--- src/rtl/vga_pkg.sv ---
// Shared types and constants for the VGA fill blitter.
//   FB_WIDTH / FB_HEIGHT : framebuffer geometry in pixels
//   blit_cmd_t           : latched fill command {x0, y0, w, h, color}
//   blit_state_t         : blitter control states
//   fits / clip_len      : span helpers used by the bounds check in the CHECK state
package vga_pkg;

  localparam int unsigned FB_WIDTH  = 320;
  localparam int unsigned FB_HEIGHT = 240;

  typedef struct packed {
    logic [9:0]  x0;
    logic [9:0]  y0;
    logic [9:0]  w;
    logic [9:0]  h;
    logic [23:0] color;
  } blit_cmd_t;

  typedef enum logic [1:0] {
    StIdle,
    StCheck,
    StWrite,
    StDone
  } blit_state_t;

  // True when the span [org, org+len) lies entirely within [0, lim).
  function automatic logic fits(input logic [9:0] org, input logic [9:0] len,
                                input logic [10:0] lim);
    fits = ({1'b0, org} + {1'b0, len}) <= lim;
  endfunction

  // Length of the part of [org, org+len) that lies within [0, lim).
  function automatic logic [9:0] clip_len(input logic [9:0] org, input logic [9:0] len,
                                          input logic [10:0] lim);
    logic [10:0] end_pos;
    end_pos = {1'b0, org} + {1'b0, len};
    if ({1'b0, org} >= lim) begin
      clip_len = '0;
    end else if (end_pos > lim) begin
      clip_len = 10'(lim - {1'b0, org});
    end else begin
      clip_len = len;
    end
  endfunction

endpackage

--- src/rtl/vga_blit_addr_gen.sv ---
// Row-major pixel address walker for the fill blitter.
//   clk, n_rst    : clock, asynchronous active-low reset
//   load_i        : capture start address and rectangle size, reset x/y to the origin
//   start_addr_i  : bus address of the rectangle's top-left pixel
//   w_i, h_i      : rectangle size in pixels (non-zero whenever beats are issued)
//   advance_i     : current beat completed, step to the next pixel
//   addr_o        : address of the pixel currently presented
//   last_o        : current pixel is the bottom-right corner of the rectangle
module vga_blit_addr_gen
  import vga_pkg::*;
#(
  parameter int unsigned ADDR_WIDTH = 32,
  parameter int unsigned ADDR_SHIFT = 0
) (
  input  logic                  clk,
  input  logic                  n_rst,
  input  logic                  load_i,
  input  logic [ADDR_WIDTH-1:0] start_addr_i,
  input  logic [9:0]            w_i,
  input  logic [9:0]            h_i,
  input  logic                  advance_i,
  output logic [ADDR_WIDTH-1:0] addr_o,
  output logic                  last_o
);

  localparam logic [ADDR_WIDTH-1:0] PixStep = ADDR_WIDTH'(1) << ADDR_SHIFT;
  localparam logic [ADDR_WIDTH-1:0] RowStep = ADDR_WIDTH'(FB_WIDTH) << ADDR_SHIFT;

  logic [9:0]            x_q, x_d, y_q, y_d, w_q, w_d, h_q, h_d;
  logic [ADDR_WIDTH-1:0] row_base_q, row_base_d, addr_q, addr_d;
  logic                  row_end;

  assign row_end = (x_q == w_q - 10'd1);
  assign last_o  = row_end && (y_q == h_q - 10'd1);
  assign addr_o  = addr_q;

  always_comb begin
    x_d        = x_q;
    y_d        = y_q;
    w_d        = w_q;
    h_d        = h_q;
    row_base_d = row_base_q;
    addr_d     = addr_q;
    if (load_i) begin
      x_d        = '0;
      y_d        = '0;
      w_d        = w_i;
      h_d        = h_i;
      row_base_d = start_addr_i;
      addr_d     = start_addr_i;
    end else if (advance_i) begin
      if (row_end) begin
        // Next row restarts from the row base, not from the running address.
        x_d        = '0;
        y_d        = y_q + 10'd1;
        row_base_d = row_base_q + RowStep;
        addr_d     = row_base_q + RowStep;
      end else begin
        x_d    = x_q + 10'd1;
        addr_d = addr_q + PixStep;
      end
    end
  end

  always_ff @(posedge clk or negedge n_rst) begin
    if (!n_rst) begin
      x_q        <= '0;
      y_q        <= '0;
      w_q        <= '0;
      h_q        <= '0;
      row_base_q <= '0;
      addr_q     <= '0;
    end else begin
      x_q        <= x_d;
      y_q        <= y_d;
      w_q        <= w_d;
      h_q        <= h_d;
      row_base_q <= row_base_d;
      addr_q     <= addr_d;
    end
  end

endmodule

--- src/rtl/vga_fill_blitter.sv ---
// Bus initiator that fills a rectangle of the 320x240 framebuffer with one colour.
//   clk, n_rst                      : clock, asynchronous active-low reset
//   cmd_valid / cmd_ready           : command handshake (ready only while idle)
//   cmd_x0, cmd_y0, cmd_w, cmd_h    : rectangle origin and size in pixels
//   cmd_color                       : 24-bit {R,G,B} fill colour
//   busy, done, done_err            : progress; done pulses once, done_err qualifies it
//   bus_addr/wen/ren/wdata/strobe   : write-only bus initiator, one beat per pixel
//   bus_request_stall, bus_error    : target back-pressure and completing-beat error
// Build option VGA_BLIT_CLIP_EN: clip the rectangle to the framebuffer instead of
// rejecting a command that extends past its right or bottom edge.
module vga_fill_blitter
  import vga_pkg::*;
#(
  parameter int unsigned          ADDR_WIDTH = 32,
  parameter int unsigned          DATA_WIDTH = 32,
  parameter logic [ADDR_WIDTH-1:0] FB_BASE   = '0,
  parameter int unsigned          ADDR_SHIFT = 0
) (
  input  logic                    clk,
  input  logic                    n_rst,
  input  logic                    cmd_valid,
  output logic                    cmd_ready,
  input  logic [9:0]              cmd_x0,
  input  logic [9:0]              cmd_y0,
  input  logic [9:0]              cmd_w,
  input  logic [9:0]              cmd_h,
  input  logic [23:0]             cmd_color,
  output logic                    busy,
  output logic                    done,
  output logic                    done_err,
  output logic [ADDR_WIDTH-1:0]   bus_addr,
  output logic                    bus_wen,
  output logic                    bus_ren,
  output logic [DATA_WIDTH-1:0]   bus_wdata,
  output logic [DATA_WIDTH/8-1:0] bus_strobe,
  input  logic                    bus_request_stall,
  input  logic                    bus_error
);

  blit_state_t           state_q, state_d;
  blit_cmd_t             cmd_q, cmd_d;
  logic                  err_q, err_d;
  logic [9:0]            eff_w, eff_h;
  logic                  zero_size, reject, skip, beat, last;
  logic [ADDR_WIDTH-1:0] start_addr, gen_addr;

  assign zero_size = (cmd_q.w == '0) || (cmd_q.h == '0);

`ifdef VGA_BLIT_CLIP_EN
  assign eff_w  = clip_len(cmd_q.x0, cmd_q.w, 11'(FB_WIDTH));
  assign eff_h  = clip_len(cmd_q.y0, cmd_q.h, 11'(FB_HEIGHT));
  assign reject = 1'b0;
`else
  assign eff_w  = cmd_q.w;
  assign eff_h  = cmd_q.h;
  assign reject = !fits(cmd_q.x0, cmd_q.w, 11'(FB_WIDTH)) ||
                  !fits(cmd_q.y0, cmd_q.h, 11'(FB_HEIGHT));
`endif

  // A fully clipped rectangle shows up here as a zero effective size.
  assign skip = zero_size || (eff_w == '0) || (eff_h == '0) || reject;

  assign start_addr = FB_BASE + ((ADDR_WIDTH'(cmd_q.y0) * ADDR_WIDTH'(FB_WIDTH) +
                                  ADDR_WIDTH'(cmd_q.x0)) << ADDR_SHIFT);

  assign beat = (state_q == StWrite) && !bus_request_stall;

  vga_blit_addr_gen #(
    .ADDR_WIDTH (ADDR_WIDTH),
    .ADDR_SHIFT (ADDR_SHIFT)
  ) u_addr_gen (
    .clk          (clk),
    .n_rst        (n_rst),
    .load_i       (state_q == StCheck),
    .start_addr_i (start_addr),
    .w_i          (eff_w),
    .h_i          (eff_h),
    .advance_i    (beat),
    .addr_o       (gen_addr),
    .last_o       (last)
  );

  always_comb begin
    state_d = state_q;
    cmd_d   = cmd_q;
    err_d   = err_q;
    unique case (state_q)
      StIdle: begin
        if (cmd_valid) begin
          cmd_d   = '{x0: cmd_x0, y0: cmd_y0, w: cmd_w, h: cmd_h, color: cmd_color};
          err_d   = 1'b0;
          state_d = StCheck;
        end
      end
      StCheck: begin
        if (skip) begin
          // An empty rectangle is not an error even if its origin is off-screen.
          err_d   = reject && !zero_size;
          state_d = StDone;
        end else begin
          state_d = StWrite;
        end
      end
      StWrite: begin
        if (beat) begin
          if (bus_error) begin
            err_d   = 1'b1;
            state_d = StDone;
          end else if (last) begin
            state_d = StDone;
          end
        end
      end
      StDone:  state_d = StIdle;
      default: state_d = StIdle;
    endcase
  end

  always_ff @(posedge clk or negedge n_rst) begin
    if (!n_rst) begin
      state_q <= StIdle;
      cmd_q   <= '0;
      err_q   <= 1'b0;
    end else begin
      state_q <= state_d;
      cmd_q   <= cmd_d;
      err_q   <= err_d;
    end
  end

  // Outputs decode registered state only, so they never depend combinationally on inputs.
  assign cmd_ready  = (state_q == StIdle);
  assign busy       = (state_q == StCheck) || (state_q == StWrite);
  assign done       = (state_q == StDone);
  assign done_err   = done && err_q;
  assign bus_wen    = (state_q == StWrite);
  assign bus_ren    = 1'b0;
  assign bus_addr   = bus_wen ? gen_addr : '0;
  assign bus_wdata  = bus_wen ? DATA_WIDTH'({8'h00, cmd_q.color}) : '0;
  assign bus_strobe = {(DATA_WIDTH / 8){bus_wen}};

endmodule

--- config.mk ---
export PLATFORM = sky130hd
export DESIGN_NAME = vga_fill_blitter
export DESIGN_NICKNAME = d
export VERILOG_FILES = /design/src/rtl/vga_pkg.sv /design/src/rtl/vga_blit_addr_gen.sv /design/src/rtl/vga_fill_blitter.sv
export SDC_FILE = /design/constraint.sdc
export NUM_CORES = 1
export LEC_CHECK = 0
export BUFFER_PORTS_ARGS = -buffer_cell sky130_fd_sc_hd__buf_2
export CAP_MARGIN = 25
export CORE_ASPECT_RATIO = 1.75
export CORE_UTILIZATION = 54
export DETAILED_ROUTE_END_ITERATION = 10
export PLACE_DENSITY = 0.72
export SYNTH_ARGS = -nofsm -noshare
export SYNTH_HDL_FRONTEND = slang
export SYNTH_SLANG_ARGS = --single-unit
--- constraint.sdc ---
create_clock -name clk -period 3.5 [get_ports clk]
set_clock_uncertainty 0.1 [all_clocks]
set_input_delay 0.35 -clock clk [delete_from_list [all_inputs] [get_ports clk]]
set_output_delay 0.35 -clock clk [all_outputs]
set_load 0.005 [all_outputs]
-- Word-level counts from Yosys, hierarchy flattened
Cells that the tools add are included.
- input bits: 69
- word-level logic and storage cells: 84
- bits in writable memories: 0
- bits in latches: 0
- memories: 0
- bits in read-only memories: 0
- flip-flop bits (word level): 171
- $mul: 1
- bitwise gates (word level): 0
- eq/ne operators: 10
- $lt $le $gt $ge: 2
- shifts and indexed selects: 0
- add/sub/neg operators: 9
- div/mod/pow operators: 0
- reductions and logical operators: 24
- mux-type cells: 25
- operator list (cell ; number):
    2-to-1 mux 32 bit ; 7
    2-to-1 mux 10 bit ; 6
    adder 32 x 1 -> 32 bit (second input constant) ; 1
    adder 32 x 9 -> 32 bit (second input constant) ; 1
    2-to-1 mux 24 bit ; 1
    adder 10 x 10 -> 11 bit ; 2
    adder 10 x 1 -> 10 bit (second input constant) ; 2
    adder 19 x 10 -> 20 bit ; 1
    == test 10 bit ; 2
    zero test 10 bit ; 2
    subtractor 10 x 1 -> 10 bit (second input constant) ; 2
    multiplier 10 x 3 -> 13 bit (second input constant) ; 1
    <= comparator 11 x 8 -> 1 bit (second input constant) ; 1
    <= comparator 11 x 9 -> 1 bit (second input constant) ; 1
    2-to-1 mux 2 bit ; 4
    one-hot mux 2 bit (4 select lines) ; 1
    logical OR 1 bit ; 6
    2-to-1 mux 1 bit ; 5
    AND reduction 5 bit ; 1
    == test 2 bit (second input constant) ; 2
    logical AND 1 bit ; 4
    zero test 1 bit ; 4
    != test 2 x 1 -> 1 bit (second input constant) ; 2
    != test 2 bit (second input constant) ; 2
    8 further kinds ; 10

-- Longest topological paths before layout
- depth after elaboration: 7
- depth in mapped cells: 12
- depth with buffers taken out: 12

-- Cells and area by module
Synthesis repeated with hierarchy kept, for this count alone.
- cell total of the unflattened synthesis: 1288
- area, all modules: 12016.5 sq um
- modules (own cells, without submodules) (module ; area each (sq um) ; times used ; cells each):
    vga_blit_addr_gen ; 7369.6 ; 1 ; 846
    vga_fill_blitter ; 4647.0 ; 1 ; 442

-- Least setup slack after synthesis
Ideal clock, no wire load.
- path kind: register to register
- from: reg cmd_q[45] (netlist name)
- to: reg u_addr_gen.row_base_q[17]
- data arrival time: 2.628 ns
- setup slack: 0.648 ns
- cell stages (with the launch flop): 12
- buffers on the path: 0
- setup time: 0.124 ns
- clock period less this slack: 2.852 ns
- path through: dfrtp_1 -> ha_1 -> ha_1 -> inv_1 -> fa_1 -> xnor2_1 -> nor3b_1 -> nand3_1 -> nand4bb_1 -> mux2i_1 -> o21bai_1 -> o31a_1
- longest elaborated chain between the ends: 3
- RTL lines (element ; line ; text):
    start: declaration ; vga_fill_blitter.sv:41 ; blit_cmd_t cmd_q, cmd_d;
    start signal: assignment ; vga_fill_blitter.sv:126 ; cmd_q <= cmd_d;
    multiplier 10 x 3 -> 13 bit ; vga_fill_blitter.sv:63 ; assign start_addr = FB_BASE + ((ADDR_WIDTH'(cmd_q.y0) * ADDR_WIDTH'(FB_WIDTH) +
    adder 19 x 10 -> 20 bit ; vga_fill_blitter.sv:63 ;
    2-to-1 mux 32 bit ; vga_blit_addr_gen.sv:44 ; if (load_i) begin
    end signal: assignment ; vga_blit_addr_gen.sv:78 ; row_base_q <= row_base_d;
    end: declaration ; vga_blit_addr_gen.sv:30 ; logic [ADDR_WIDTH-1:0] row_base_q, row_base_d, addr_q, addr_d;
No other way between the ends.
A chain may end at the register's enable or synchronous reset.

-- Worst setup path after layout
- from: reg u_addr_gen.w_q[2]
- to: reg u_addr_gen.addr_q[5], in the netlist u_addr_gen.addr_o[5]
- longest elaborated chain between the ends: 5
- RTL lines (element ; line ; text):
    start: declaration ; vga_blit_addr_gen.sv:29 ; logic [9:0] x_q, x_d, y_q, y_d, w_q, w_d, h_q, h_d;
    start signal: assignment ; vga_blit_addr_gen.sv:76 ; w_q <= w_d;
    subtractor 10 x 1 -> 10 bit ; vga_blit_addr_gen.sv:33 ; assign row_end = (x_q == w_q - 10'd1);
    == test 10 bit ; vga_blit_addr_gen.sv:33 ;
    2-to-1 mux 32 bit ; vga_blit_addr_gen.sv:52 ; if (row_end) begin
    2-to-1 mux 32 bit ; vga_blit_addr_gen.sv:51 ; end else if (advance_i) begin
    2-to-1 mux 32 bit ; vga_blit_addr_gen.sv:44 ;
    end signal: assignment ; vga_blit_addr_gen.sv:79 ; addr_q <= addr_d;
    end: declaration ; vga_blit_addr_gen.sv:30 ;
No other way between the ends. The select of a mux whose other input is x is not followed.

==> flow_metrics.py <==
metrics = {
    "sta": {
        "rsz0062_at_grt": "false",
        "clock.fmax_mhz": 310.7,
        "finalHoldViolations": 0,
        "relSlewSlack_pct": 34.10,
        "finalSetupViolations": 0,
        "period_needed_ns": 3.219,
        "finalSetupTns_ns": 0,
        "worst_pin_slew_ns": 0.9795,
        "finalMaxSlewViolations": 0,
        "finalCritPeriodShare_pct": 91.97,
    },
    "clocking": {
        "cts.sinks": 171,
        "cts_root_buffer": "clkbuf_16",
        "clkSlewWorstSetupHoldPaths_ns": 0.08,
        "cts_max_level": 4,
        "cts_resized": 0,
        "clock_latency_ns": 0.44,
        "clk_path_buf_depth": 2,
        "cts_tree": "done",
        "hold_buffers": 1,
        "post_cts_buffers": 0,
        "numCtsBuffers": 17,
    },
    "critical_path": {
        "r2r_cells": 9,
        "r2r-end": "u_addr_gen.addr_o[5]$_DFFE_PN0P_",
        "crit_arrival_ns": 3.50,
        "path_max_fanout": 24,
        "critPathKind": "flip-flop to flip-flop",
        "cp-start-kind": "flip-flop",
        "worstPathRequired_ns": 3.78,
        "r2r_setup_slack_ns": 0.28,
        "timing.rr.start": "u_addr_gen.w_q[2]$_DFFE_PN0P_",
        "end_kind": "flip-flop",
    },
    "logic_synthesis": {
        "netlist_instances": 1168,
        "synthFlopType": "dfrtp_1",
        "synth_area_mm2": 0.01113,
        "synth_edf_count": 0,
        "synth_warnings": 0,
        "netlist.area_leader.share_pct": 38.43,
        "synth.area.top_cells": "dfrtp_1 38%, mux2_2 8.5%, ha_1 5.6%",
        "ys_seq_elements": 171,
        "synth_top_area_cell": "dfrtp_1",
        "ys_async_sr_fraction_pct": 100.0,
        "ys_seq_area_share_pct": 38.43,
        "syn_avg_cell_area_um2": 9.533,
        "ys_types": 80,
    },
    "die": {
        "ios": 143,
        "die_height_um": 192.0,
        "core_mm2": 0.02029,
        "start_util_pct": 54.88,
        "die_area_mm2": 0.02122,
        "rows": 69,
        "fp.dieW_um": 110.5,
    },
    "pwr": {
        "switching_share_pct": 43.63,
        "static-leakage-power_uw": 0.005676,
        "internal_power_uw": 7226,
        "p_per_area_mw_per_mm2": 1002,
        "switching_power_uw": 5594,
        "p_seq_share_pct": 28.4,
        "clock_power_share_pct": 16.8,
        "comb_power_share_pct": 54.7,
        "vdd_ir_drop_max_uv": 810.6,
    },
    "placed_design": {
        "io_buffers": 133,
        "dpl_cell_area_mm2": 0.01212,
        "gp_congestion": 0.9160,
        "post-dp-hpwl_um": 22540,
    },
    "global_route": {
        "grt_max_degree": 70,
        "track_usage_pct": 29.19,
        "grt_pass1_vias": 9625,
        "gr-total-overflow": 0,
        "grt_pass1_wl_um": 48730,
        "antenna_found_initial": 0,
    },
    "cells_and_area": {
        "fin_area_mm2": 0.01279,
        "postLayoutCoreUtil_pct": 63.07,
        "diodes": 0,
        "layout-drive-gt1-share_pct": 22.99,
        "syn_to_final_growth_pct": 14.91,
        "nets": 1415,
    },
    "worst_hold_path": {
        "min_to": "cmd_q[14]$_DFFE_PN0P_",
        "min-delay-start": "cmd_color[14]",
        "min_path_cells": 2,
        "hp-class": "primary input to flip-flop",
    },
    "detailed_routing": {
        "dr.pass1.iters": 5,
        "drtAntennaViolNets": 0,
        "wire_per_inst_um": 19.46,
        "drtIter0Drc": 490,
        "viasPerCell": 6.119,
        "vias": 9503,
        "drt_wl_total_um": 30230,
        "drc": 0,
    },
    "outcome": {
        "status": "finished clean",
    },
    "run": {
        "timing.max_cap.violations": 0,
    },
}
kinds of logic after synthesis:
kind of cell | Yosys count | synth area share (%)
and+or+nand+nor | 417 | 19.99
adders and majority gates | 54 | 6.338
muxes | 95 | 9.496
other | 1 | 0.03368
xor gates and xnor gates | 97 | 7.630
AOI/OAI and AO/OA | 245 | 14.51
buffers and inverters | 88 | 3.573
DFF | 171 | 38.43
area by class of cell:
| type | count | area (um2) |
|---|---|---|
| clock inverters | 15 | 236.5 |
| multi-input cells | 917 | 6514 |
| well taps | 248 | 310.3 |
| repair buffers | 159 | 932.1 |
| fillers | 1741 | 7493 |
| flip-flops and latches | 171 | 4279 |
| inverters | 26 | 97.59 |
| clock buffers | 17 | 425.4 |
synth_stat cells (12+ instances only):
master and n:
dfrtp_1 171, nor2_1 85, mux2_2 84, nand2_1 83
o21ai_0 69, and2_1 67, xnor2_1 55, ha_1 50
a21oi_1 49, xor2_1 42, clkbuf_1 33, nand3_1 32
nor3_1 28, inv_1 26, and3_1 23, nand4_1 21
a211oi_1 18, a31oi_1 16, buf_4 14, or3_1 12
how the worst max path moves through the flow:
stage                             startpoint                               endpoint  slack (ns)
5_1_grt        u_addr_gen.w_q[2]$_DFFE_PN0P_       u_addr_gen.addr_o[5]$_DFFE_PN0P_        0.05
3_5_place_dp   u_addr_gen.w_q[2]$_DFFE_PN0P_       u_addr_gen.addr_o[5]$_DFFE_PN0P_        0.31
2_1_floorplan          cmd_q[45]$_DFFE_PN0P_  u_addr_gen.row_base_q[17]$_DFFE_PN0P_        0.65
6_report       u_addr_gen.w_q[2]$_DFFE_PN0P_       u_addr_gen.addr_o[5]$_DFFE_PN0P_        0.28
4_1_cts        u_addr_gen.w_q[2]$_DFFE_PN0P_       u_addr_gen.addr_o[5]$_DFFE_PN0P_        0.23
3_3_place_gp   u_addr_gen.w_q[2]$_DFFE_PN0P_      u_addr_gen.addr_o[11]$_DFFE_PN0P_        0.39
layout by cell type (no fill, tap or decap), types with 6 or more instances in the layout:
master,instances
a31oi_1,16
mux2_2,84
a21oi_1,49
mux2i_1,10
or4_1,7
buf_4,20
clkbuf_16,17
dfrtp_1,171
conb_1,9
and2_1,67
xnor2_1,55
a211oi_1,18
o31ai_1,6
nor2_1,85
nor4_1,6
nand3_1,32
ha_1,48
nor3_1,28
nor3_2,9
buf_2,132
or3_1,12
xor2_1,42
a21o_1,9
nand4_1,21
o21ai_0,69
nor2b_1,6
nand2b_1,7
inv_1,26
o22a_1,10
or2_2,6
and3_1,23
nand2_1,82
flip-flops by register name, summed over array words and instances, names as in the netlist:
| signal | count |
|---|---|
| u_addr_gen.h_q | 10 |
| u_addr_gen.y_q | 10 |
| eff_w | 10 |
| u_addr_gen.x_q | 10 |
| eff_h | 10 |
| u_addr_gen.row_base_q | 32 |
| u_addr_gen.addr_o | 32 |
| u_addr_gen.w_q | 10 |
| state_q | 2 |
| cmd_q | 44 |
| err_q | 1 |
metrics by stage:
stage / total power (uW) / cells / hold slack [ns] / setup WS, ns
4_1_cts: 12820 / 1553 / 0.02503 / 0.2251
2_1_floorplan: 8536 / 1176 / -0.04559 / 0.6478
6_report: 12820 / 1553 / 0.03476 / 0.2810
5_1_grt: 13750 / 1553 / 0.02201 / 0.04869
3_3_place_gp: 10470 / 1520 / 0.3015 / 0.3923
3_5_place_dp: 10610 / 1520 / 0.3048 / 0.3060
power groups by stage:
stage,sequential (uW),clock (uW),combinational (uW)
after floorplan,3300,0,5230
after global placement,3630,0,6840
after detailed placement,3670,0,6940
after CTS,3640,2180,7010
after global routing,3760,2250,7740
final,3650,2160,7020
critical path, stage by stage, from the launching register on:
cell	delay (ns)
dfrtp_1	0.45
nor4_4	0.42
a21oi_1	0.12
a311o_1	0.34
and2_1	0.16
nor4_2	0.80
buf_12	0.26
o32ai_1	0.10
a221oi_1	0.29
a21o_1	0.12
routing by layer:
layer	global-route usage (%)	vias to the layer above	wire, um
met5	0	-	0
met3	4.733	113	1495
met2	52.20	377	15890
li1	-	4461	-
met1	31.92	4552	11100
met4	19.03	0	1738
No activity file was read; power rests on OpenSTA's default activity.
